==> config.mk <==
export PLATFORM = sky130hd
export DESIGN_NAME = hazard_ctrl
export DESIGN_NICKNAME = d
export VERILOG_FILES = /design/src/rtl/ecap5_dproc_pkg.sv /design/src/rtl/hazard_down_ctr.sv /design/src/rtl/hazard_ctrl.sv
export SDC_FILE = /design/constraint.sdc
export NUM_CORES = 1
export LEC_CHECK = 0
export ABC_AREA = 1
export CAP_MARGIN = 20
export CELL_PAD_IN_SITES_DETAIL_PLACEMENT = 0
export CELL_PAD_IN_SITES_GLOBAL_PLACEMENT = 1
export CORE_MARGIN = 2
export CORE_UTILIZATION = 20
export CTS_CLUSTER_SIZE = 30
export DETAILED_ROUTE_END_ITERATION = 16
export GPL_TIMING_DRIVEN = 0
export HOLD_SLACK_MARGIN = 0.02
export MAX_ROUTING_LAYER = met4
export PLACE_DENSITY_LB_ADDON = 0.1
export SLEW_MARGIN = 20
export SYNTH_ARGS = -nofsm -noshare
export SYNTH_HDL_FRONTEND = slang
export SYNTH_HIERARCHICAL = 1
export SYNTH_SLANG_ARGS = --single-unit
==> constraint.sdc <==
create_clock -name clk_i -period 1.1 [get_ports clk_i]
set_clock_uncertainty 0.05 [all_clocks]
set_input_delay 0.22 -clock clk_i [delete_from_list [all_inputs] [get_ports clk_i]]
set_output_delay 0.22 -clock clk_i [all_outputs]
set_load 0.01 [all_outputs]
==> src/rtl/ecap5_dproc_pkg.sv <==
// Shared constants for the ECAP5-DPROC pipeline control blocks.
package ecap5_dproc_pkg;

   localparam int REG_ADDR_W = 5;
   localparam logic [REG_ADDR_W-1:0] REG_X0 = '0;

endpackage

==> src/rtl/hazard_down_ctr.sv <==
// Loadable down counter that saturates at zero; clear beats load beats decrement.
module hazard_down_ctr #(
   parameter int W = 2
) (
   input  logic         clk_i,
   input  logic         rst_i,
   input  logic         clr_i,
   input  logic         load_i,
   input  logic [W-1:0] load_val_i,
   output logic [W-1:0] cnt_o
);

   logic [W-1:0] cnt_q;
   logic [W-1:0] cnt_d;

   always_comb begin
      cnt_d = cnt_q;
      if (clr_i) begin
         cnt_d = '0;
      end else if (load_i) begin
         cnt_d = load_val_i;
      end else if (cnt_q != '0) begin
         cnt_d = cnt_q - W'(1);
      end
   end

   always_ff @(posedge clk_i) begin
      if (rst_i) begin
         cnt_q <= '0;
      end else begin
         cnt_q <= cnt_d;
      end
   end

   assign cnt_o = cnt_q;

endmodule

==> src/rtl/hazard_ctrl.sv <==
// Pipeline hazard controller: redirect discard window and load-use stall/bubble.
// Optional hazard cycle counters enabled by defining HAZARD_PERF_CTR_EN.
module hazard_ctrl
   import ecap5_dproc_pkg::*;
#(
   parameter int DISCARD_DEPTH = 2,
   parameter int LOAD_LATENCY  = 1
) (
   input  logic                  clk_i,
   input  logic                  rst_i,
   input  logic                  branch_i,
   input  logic                  trap_i,
   input  logic [REG_ADDR_W-1:0] dec_rs1_i,
   input  logic [REG_ADDR_W-1:0] dec_rs2_i,
   input  logic                  dec_rs1_used_i,
   input  logic                  dec_rs2_used_i,
   input  logic [REG_ADDR_W-1:0] ex_rd_i,
   input  logic                  ex_load_i,
   output logic                  stall_o,
   output logic                  bubble_o,
   output logic                  control_discard_o
`ifdef HAZARD_PERF_CTR_EN
   ,
   output logic [31:0]           stall_cnt_o,
   output logic [31:0]           discard_cnt_o
`endif
);

   localparam int DISC_W  = $clog2(DISCARD_DEPTH + 1);
   // A single-cycle load latency never needs the counter, but keep it one bit wide.
   localparam int STALL_W = (LOAD_LATENCY > 1) ? $clog2(LOAD_LATENCY) : 1;
   localparam logic [DISC_W-1:0]  DISC_LOAD  = DISC_W'(DISCARD_DEPTH);
   localparam logic [STALL_W-1:0] STALL_LOAD = STALL_W'(LOAD_LATENCY - 1);

   logic               redirect;
   logic               lu;
   logic               lu_q;
   logic               stall_load;
   logic               stall_clr;
   logic [DISC_W-1:0]  discard_ctr_q;
   logic [STALL_W-1:0] stall_ctr_q;

   assign redirect = branch_i | trap_i;

   assign lu = ex_load_i & (ex_rd_i != REG_X0) &
               ((dec_rs1_used_i & (dec_rs1_i == ex_rd_i)) |
                (dec_rs2_used_i & (dec_rs2_i == ex_rd_i)));

   assign lu_q = lu & ~control_discard_o & ~redirect;

   assign control_discard_o = (discard_ctr_q != '0);

   // The stalled instruction is thrown away by a redirect, so drop its remaining stall.
   assign stall_clr  = redirect | control_discard_o;
   assign stall_load = lu_q & (stall_ctr_q == '0);

   assign stall_o  = (lu_q | (stall_ctr_q != '0)) & ~redirect & ~control_discard_o;
   assign bubble_o = stall_o;

   hazard_down_ctr #(.W(DISC_W)) u_discard_ctr (
      .clk_i      (clk_i),
      .rst_i      (rst_i),
      .clr_i      (1'b0),
      .load_i     (redirect),
      .load_val_i (DISC_LOAD),
      .cnt_o      (discard_ctr_q)
   );

   hazard_down_ctr #(.W(STALL_W)) u_stall_ctr (
      .clk_i      (clk_i),
      .rst_i      (rst_i),
      .clr_i      (stall_clr),
      .load_i     (stall_load),
      .load_val_i (STALL_LOAD),
      .cnt_o      (stall_ctr_q)
   );

`ifdef HAZARD_PERF_CTR_EN
   logic [31:0] stall_cnt_q;
   logic [31:0] stall_cnt_d;
   logic [31:0] discard_cnt_q;
   logic [31:0] discard_cnt_d;

   assign stall_cnt_d   = stall_cnt_q + 32'(stall_o);
   assign discard_cnt_d = discard_cnt_q + 32'(control_discard_o);

   always_ff @(posedge clk_i) begin
      if (rst_i) begin
         stall_cnt_q   <= '0;
         discard_cnt_q <= '0;
      end else begin
         stall_cnt_q   <= stall_cnt_d;
         discard_cnt_q <= discard_cnt_d;
      end
   end

   assign stall_cnt_o   = stall_cnt_q;
   assign discard_cnt_o = discard_cnt_q;
`endif

endmodule

Yosys cells after proc, flatten, opt, wreduce, memory -nomap -nowiden:

Index checks and enable logic that the tools add are counted.

* flip-flop bits (word level): 3
* bits of input ports: 22
* output and inout bits: 3
* logic and storage cells: 30

* $add $sub $neg: 2
* equal/unequal tests: 2
* mux-type cells: 2
* bitwise gates (word level): 16
* reduce and logical (&&, ||, !) cells: 5

Operators by type and width (number)
* $eq A5 B5 Y1: 2
* $and A1 B1 Y1: 9
* $reduce_bool A5 Y1: 1
* $mux W2: 2
* $or A1 B1 Y1: 4
* $reduce_bool A2 Y1: 2
* $reduce_or A4 Y1: 1
* $not A1 Y1: 3
* $reduce_or A2 Y1: 1
* $sub A2 B1 Y2 const B: 1
* $sub A1 B1 Y1 const B: 1

Longest topological paths before layout:

Gate-level depths: netlist of the first run.

* word-level depth: 9
* gate-level depth with buffers: 10
* depth with buffers taken out: 10

Modules after synthesis:

Netlist of the first run, hierarchy kept.

By module, submodules not included
* hazard_ctrl: instances 1, cells each 68, area an instance 287.8 µm², sequential area each 0.0 µm²
* hazard_down_ctr (u_discard_ctr): instances 1, cells each 17, area an instance 113.9 µm², sequential area each 40.0 µm²
* hazard_down_ctr (u_stall_ctr): instances 1, cells each 6, area an instance 41.3 µm², sequential area each 20.0 µm²

Worst setup path before layout of the first run:

Ideal clock, no wire load.

* path kind: reg2out
* start: register u_discard_ctr.cnt_q[1] (netlist: u_discard_ctr/cnt_o[1])
* end: output stall_o
* arrival: 1.029 ns
* required time: 0.830 ns
* setup slack: -0.199 ns
* stages on the path, launching flop included: 7
* buffers on the path: 1
* cells stage by stage: dfxtp_1 nor2_2 nand3_1 a31oi_1 nand2_2 nand2_1 buf_4

* cells in the longest elaborated chain, start to end: 7

Ends and longest elaborated chain
* from (decl): line hazard_down_ctr.sv:13 `logic [W-1:0] cnt_q;`
* from (signal assigned): line hazard_down_ctr.sv:31 `cnt_q <= cnt_d;`
* $reduce_bool A2 Y1 *: line hazard_ctrl.sv:51 `assign control_discard_o = (discard_ctr_q != '0);`
* $not A1 Y1 *: line hazard_ctrl.sv:49, hazard_ctrl.sv:57
* $and A1 B1 Y1 (2 in a row): line hazard_ctrl.sv:49 `assign lu_q = lu & ~control_discard_o & ~redirect;`
* $or A1 B1 Y1: line hazard_ctrl.sv:57 `assign stall_o = (lu_q | (stall_ctr_q != '0)) & ~redirect & ~control_discard_o;`
* $and A1 B1 Y1: line hazard_ctrl.sv:57
* $and A1 B1 Y1 *: line hazard_ctrl.sv:57
* to (decl): line hazard_ctrl.sv:19 `output logic stall_o,`

Every way passes the cells marked *; elsewhere a longest branch is shown, timed or not.

Final worst setup path of the first run:

* start: register u_discard_ctr.cnt_q[0] (netlist: u_discard_ctr/cnt_o[0])
* end: output stall_o

The elaborated chain is that of the path after synthesis.

==> impl_metrics.toml, run 1 <==
[clock_tree]
clk_pin_slew_ps = 30
cts_buffers = 3
clk_latency_ps = 230
htreeDepth = 1
root_buffer = "clkbuf_4"
cts_tree = "done"
cts_buffer_depth = 2
clock_sinks = 3

[place]
io_buffers = 24
dp.cells = 145
hpwl_um = 883
place_congestion = 0.641

[global_route]
grt_overflow_total = 0
grt_max_degree = 5
first_global_vias = 579
grt_pass1_wl_mm = 2.17
grt_antenna_before_repair = 0
grt_usage_pct = 11.0

[critical_path]
cp-end-kind = "output port"
crit_arrival_ps = 1280
path_class = "flip-flop to output port"
cp.required_ps = 830
worstSetupStartpointType = "flip-flop"
cp_max_fo = 3
ff2ff_setup_slack_ps = -20

[cells_and_area]
fin_cells = 170
utilization_pct = 43.3
antenna_cells = 0
final_cell_mix = "nand2_1, buf_4, inv_1"
drive_above_1_share_pct = 37.3
nFillCells = 229
nets = 166
area_delta_synth_final_pct = 110
final_common_cell = "nand2_1"

[power_and_ir_drop]
p_leak_uw = 0.000558
power_density_nw_per_um2 = 555
peakVddDrop_mv = 0.439

[die]
dieArea_um2 = 2610
fp.dieW_um = 51.1
num_rows = 17
die_h_um = 51.1
initial_core_util_pct = 20.6
fp.coreArea_um2 = 2150
io_pins = 25

[drt]
vias = 623
routed_wl_mm = 1.35
routed_via_density = 3.66
drc = 0
drtIter0Drc = 8
dr.pass1.iters = 4
routedWlPerCell_um = 7.94
ant_nets = 0

[sta]
setup_slack_ps = -452
grt_setup_unrepaired = "yes"
final-setup-viol-count = 4
fmax_mhz = 644
finalMaxSlewViolations = 0
hold_slack_ps = 505
setup_tns_ps = -977
layout_min_cycle_time_ps = 1550
final_hold_viol_count = 0
period_share_pct = 141

[run_status]
violations = "negative setup slack"
outcome = "finished with violations"

[job]
drv_cap = 0

[synthesis]
postSynthAreaPerCell_um2 = 4.87
synth-seq-cells = 3
synth_top_area_share_pct = 28.0
synthCells = 91
ys_warn_count = 6
synth_top_area_cell = "nand2_1"
syn_area_um2 = 443
synth.distinct_cells = 16
yosysSeqAreaShare_pct = 13.6
synth.area.top_cells = "nand2_1, inv_1, dfxtp_1"

[hold_path]
hp-class = "flip-flop to flip-flop"
## worst max-delay path: stages, from the launching register on
cell and delay [ps]:
dfxtp_2 330, nor2_4 130, nand3_2 90, a31oi_2 170, nand2_2 80, nand2_2 90
buf_6 90, buf_6 80
## report_power, final
part           total (µW)  switching [µW]  internal, µW  leakage [µW]
registers             119            4.64           114     0.0000253
logic                 213            99.0           114      0.000518
clock network         185            49.9           135     0.0000150
## sequential cells by signal, indices dropped and copies added (netlist names)
name,cells
u_discard_ctr/cnt_o,2
u_stall_ctr/cnt_o,1
## layer usage
| metal | track usage, % | wire [µm] |
|---|---|---|
| met2 | 20.1 | 727 |
| met1 | 12.2 | 562 |
| met4 | 4.05 | 0 |
| met5 | - | 0 |
| met3 | 1.17 | 59 |
## area by class of cell
| class | count | area, µm² | share of cell area [%] |
|---|---|---|---|
| plain buffers | 1 | 11.3 | 1.21 |
| clock buffers | 4 | 26.3 | 2.82 |
| inverters | 22 | 82.6 | 8.87 |
| multi-input cells | 67 | 332 | 35.6 |
| flip-flops and latches | 3 | 62.6 | 6.72 |
| well taps | 28 | 35.0 | 3.76 |
| repair buffers | 45 | 382 | 41.0 |
## through the flow
stage               total power, µW  setup slack (ps)  cell area [µm²]
finish                          517              -452              931
global route                    562              -512              931
CTS                             514              -459              902
detailed placement              318             -1150              738
global placement                318             -1170              738
floorplan                       210              -136              463
## final timing paths
check | cells after the start | endpoint | from
max reg2reg | 5 | u_discard_ctr/cnt_o[1]$_SDFFE_PP0P_ | u_discard_ctr/cnt_o[1]$_SDFFE_PP0P_
min reg2reg | 3 | u_discard_ctr/cnt_o[0]$_SDFFE_PP0P_ | u_discard_ctr/cnt_o[0]$_SDFFE_PP0P_
max | 7 | stall_o | u_discard_ctr/cnt_o[0]$_SDFFE_PP0P_
min | 3 | u_discard_ctr/cnt_o[0]$_SDFFE_PP0P_ | u_discard_ctr/cnt_o[0]$_SDFFE_PP0P_
## synthesized netlist by cell type
cell and n:
nor2_1 8, inv_2 4, or2_0 1, a31oi_1 1
a21oi_1 3, inv_1 18, buf_4 1, nand2_1 33
ha_1 1, nor3_1 1, o21ai_0 2, nand3_1 4
nor2_2 5, conb_1 2, nand2_2 4, dfxtp_1 3
## timing repair
action / CTS / global route
gates resized for setup: 36 / 16
hold buffers: 0 / 0
endpoints found under the setup margin: 4 / 5
cloned: 0 / 0
setup buffers: 21 / 0
pin swaps: 16 / 8
## logic make-up after synthesis
group	after synthesis	share of synthesized area, %
buffers and inverters	23	20.3
AO/OA/AOI/OAI	6	7.06
adder cells (fa/ha/maj)	1	2.82
flip-flops	3	13.6
other	2	1.70
AND/OR/NAND/NOR	56	54.5
No activity file was read; power rests on OpenSTA's default activity.
==> run 2, diff against run 1 <==
--- a/config.mk
+++ b/config.mk
@@ -5,7 +5,7 @@
 export SDC_FILE = /design/constraint.sdc
 export NUM_CORES = 1
 export LEC_CHECK = 0
-export ABC_AREA = 1
+export ABC_AREA = 0
 export CAP_MARGIN = 20
 export CELL_PAD_IN_SITES_DETAIL_PLACEMENT = 0
 export CELL_PAD_IN_SITES_GLOBAL_PLACEMENT = 1
==> impl_metrics.toml, run 2 <==
[power_and_ir_drop]
power_density_nw_per_um2 = 720
p_leak_uw = 0.000303
peakVddDrop_mv = 0.645

[clock_tree]
clk_latency_ps = 230
cts_buffer_depth = 2
root_buffer = "clkbuf_4"
clock_sinks = 3
clk_pin_slew_ps = 40
htreeDepth = 1
cts_tree = "done"
cts_buffers = 3

[critical_path]
ff2ff_setup_slack_ps = 10
cp.required_ps = 830
path_class = "flip-flop to output port"
crit_start = "u_discard_ctr/cnt_o[1]$_SDFFE_PP0P_"
cp-end-kind = "output port"
cp_max_fo = 2
crit_arrival_ps = 1580
worstSetupStartpointType = "flip-flop"
r2r-end = "u_discard_ctr/cnt_o[1]$_SDFFE_PP0P_"
r2r_cells = 5
crit_end = "stall_o"
rr_startpoint = "u_discard_ctr/cnt_o[1]$_SDFFE_PP0P_"

[place]
place_congestion = 0.758
hpwl_um = 827
place_ws_ps = -1400
dp.cells = 86
io_buffers = 24

[global_route]
grt_overflow_total = 0
grt_usage_pct = 11.7
grt_max_degree = 5
grt_pass1_wl_mm = 1.70
grt_antenna_before_repair = 0
first_global_vias = 385

[die]
fp.dieW_um = 45.9
dieArea_um2 = 2110
io_pins = 25
initial_core_util_pct = 20.8
num_rows = 15
die_h_um = 45.9
fp.coreArea_um2 = 1690

[drt]
routed_wl_mm = 1.05
drc = 0
wl_met2_um = 502
drtIter0Drc = 3
drt-met1-wl_um = 478
vias = 396
dr_wl_met3_um = 64
top_layer = "met3"
routedWlPerCell_um = 11.0
ant_nets = 0
dr.pass1.iters = 2
routed_via_density = 4.17

[cells_and_area]
fin_cells = 95
utilization_pct = 42.3
nFillCells = 180
antenna_cells = 0
final_cell_mix = "xor2_1, clkdlybuf4s50_1, dlygate4sd2_1"
area_delta_synth_final_pct = 103
largest_reg_flops = 2
nets = 102
drive_above_1_share_pct = 41.0

[synthesis]
ys_warn_count = 6
synth_top_area_share_pct = 22.4
synth.distinct_cells = 23
synth.area.top_cells = "xor2_1, dfxtp_1, nor4_1"
synthTopCellsByCount = "xor2_1, dfxtp_1, inv_1, nor4_1"
synth_edf_count = 0
ys_async_sr_fraction_pct = 0
syn_area_um2 = 352
synth-seq-cells = 3
postSynthAreaPerCell_um2 = 8.58
synth.most_common_cell = "xor2_1"
synthCells = 41
synth_top_flop_cell = "dfxtp_1"
synth_top_area_cell = "xor2_1"
yosysSeqAreaShare_pct = 17.1

[run_status]
violations = "negative setup slack"
outcome = "finished with violations"

[sta]
fmax_mhz = 542
setup_slack_ps = -747
layout_min_cycle_time_ps = 1850
final-setup-viol-count = 3
hold_slack_ps = 350
final_hold_viol_count = 0
finalMaxSlewViolations = 0
period_share_pct = 168
grt_setup_unrepaired = "yes"

[hold_path]
hp-class = "input pin to flip-flop"

[job]
drv_cap = 0
## run 2: cell types whose count changed in the layout (fill, tap and decap cells not counted), sizes merged, moves of 8 or more
cell / change
inv: -19
clkdlybuf4s50: +8
nor2: -13
nand2: -36
xor2: +9
buf: -13
## run 2: what timing repair did
item                       in CTS  in global routing
pin swaps                      11                  5
setup endpoints to repair       5                  4
hold buffers                    0                  0
setup buffers                   4                  1
gates resized for setup        45                  3
## run 2: layer usage
| layer | up-vias | track usage [%] |
|---|---|---|
| li1 | 213 | - |
| met1 | 171 | 15.2 |
| met2 | 12 | 16.9 |
| met3 | 0 | 6.35 |
| met4 | 0 | 0 |
| met5 | - | - |
## run 2: kinds of logic (layout without fill, tap and decap cells)
group / Yosys count / after routing / share of synthesized area (%)
other: 2 / 6 / 2.14
flip-flops: 3 / 3 / 17.1
XOR/XNOR: 11 / 11 / 27.4
buffers and inverters: 4 / 37 / 5.34
AND/OR/NAND/NOR: 15 / 15 / 31.7
AO/OA/AOI/OAI: 5 / 5 / 12.8
adder cells (fa/ha/maj): 1 / 1 / 3.56
## run 2: worst min-delay path by stage
stage	start	endpoint	depth (start not counted)
6_report	trap_i	u_discard_ctr/cnt_o[1]$_SDFFE_PP0P_	4
5_1_grt	trap_i	u_discard_ctr/cnt_o[1]$_SDFFE_PP0P_	4
4_1_cts	trap_i	u_discard_ctr/cnt_o[1]$_SDFFE_PP0P_	4
3_5_place_dp	u_discard_ctr/cnt_o[0]$_SDFFE_PP0P_	u_discard_ctr/cnt_o[0]$_SDFFE_PP0P_	2
3_3_place_gp	u_discard_ctr/cnt_o[0]$_SDFFE_PP0P_	u_discard_ctr/cnt_o[0]$_SDFFE_PP0P_	2
2_1_floorplan	rst_i	u_discard_ctr/cnt_o[1]$_SDFFE_PP0P_	2
## run 2: area by class of cell
class                      instances  area (µm²)  area share [%]
tap                               17        21.3            2.98
buffer                             1        7.51            1.05
inverter                           3        11.3            1.58
clock buffer                       4        26.3            3.68
timing repair buffer              29         255            35.7
sequential                         3        62.6            8.76
multi-input combinational         38         330            46.2
## run 2: worst max-delay path, stage by stage, from the launching register on
cell and delay (ps):
dfxtp_2 310, or2_4 240, or2_4 230, or2_1 220, o22ai_2 130, buf_4 130
buf_6 90
## run 2: power breakdown
group          switching (µW)  internal [µW]
clock network            60.5            136
registers                2.38            114
logic                    73.6            128
## run 2: metrics by stage
stage	cell area [µm²]	power [µW]	TNS (ps)
after global placement	641	296	-3700
after detailed placement	641	295	-3710
after global routing	714	553	-1940
after floorplan	379	192	-884
after CTS	701	509	-1640
final	714	514	-1730
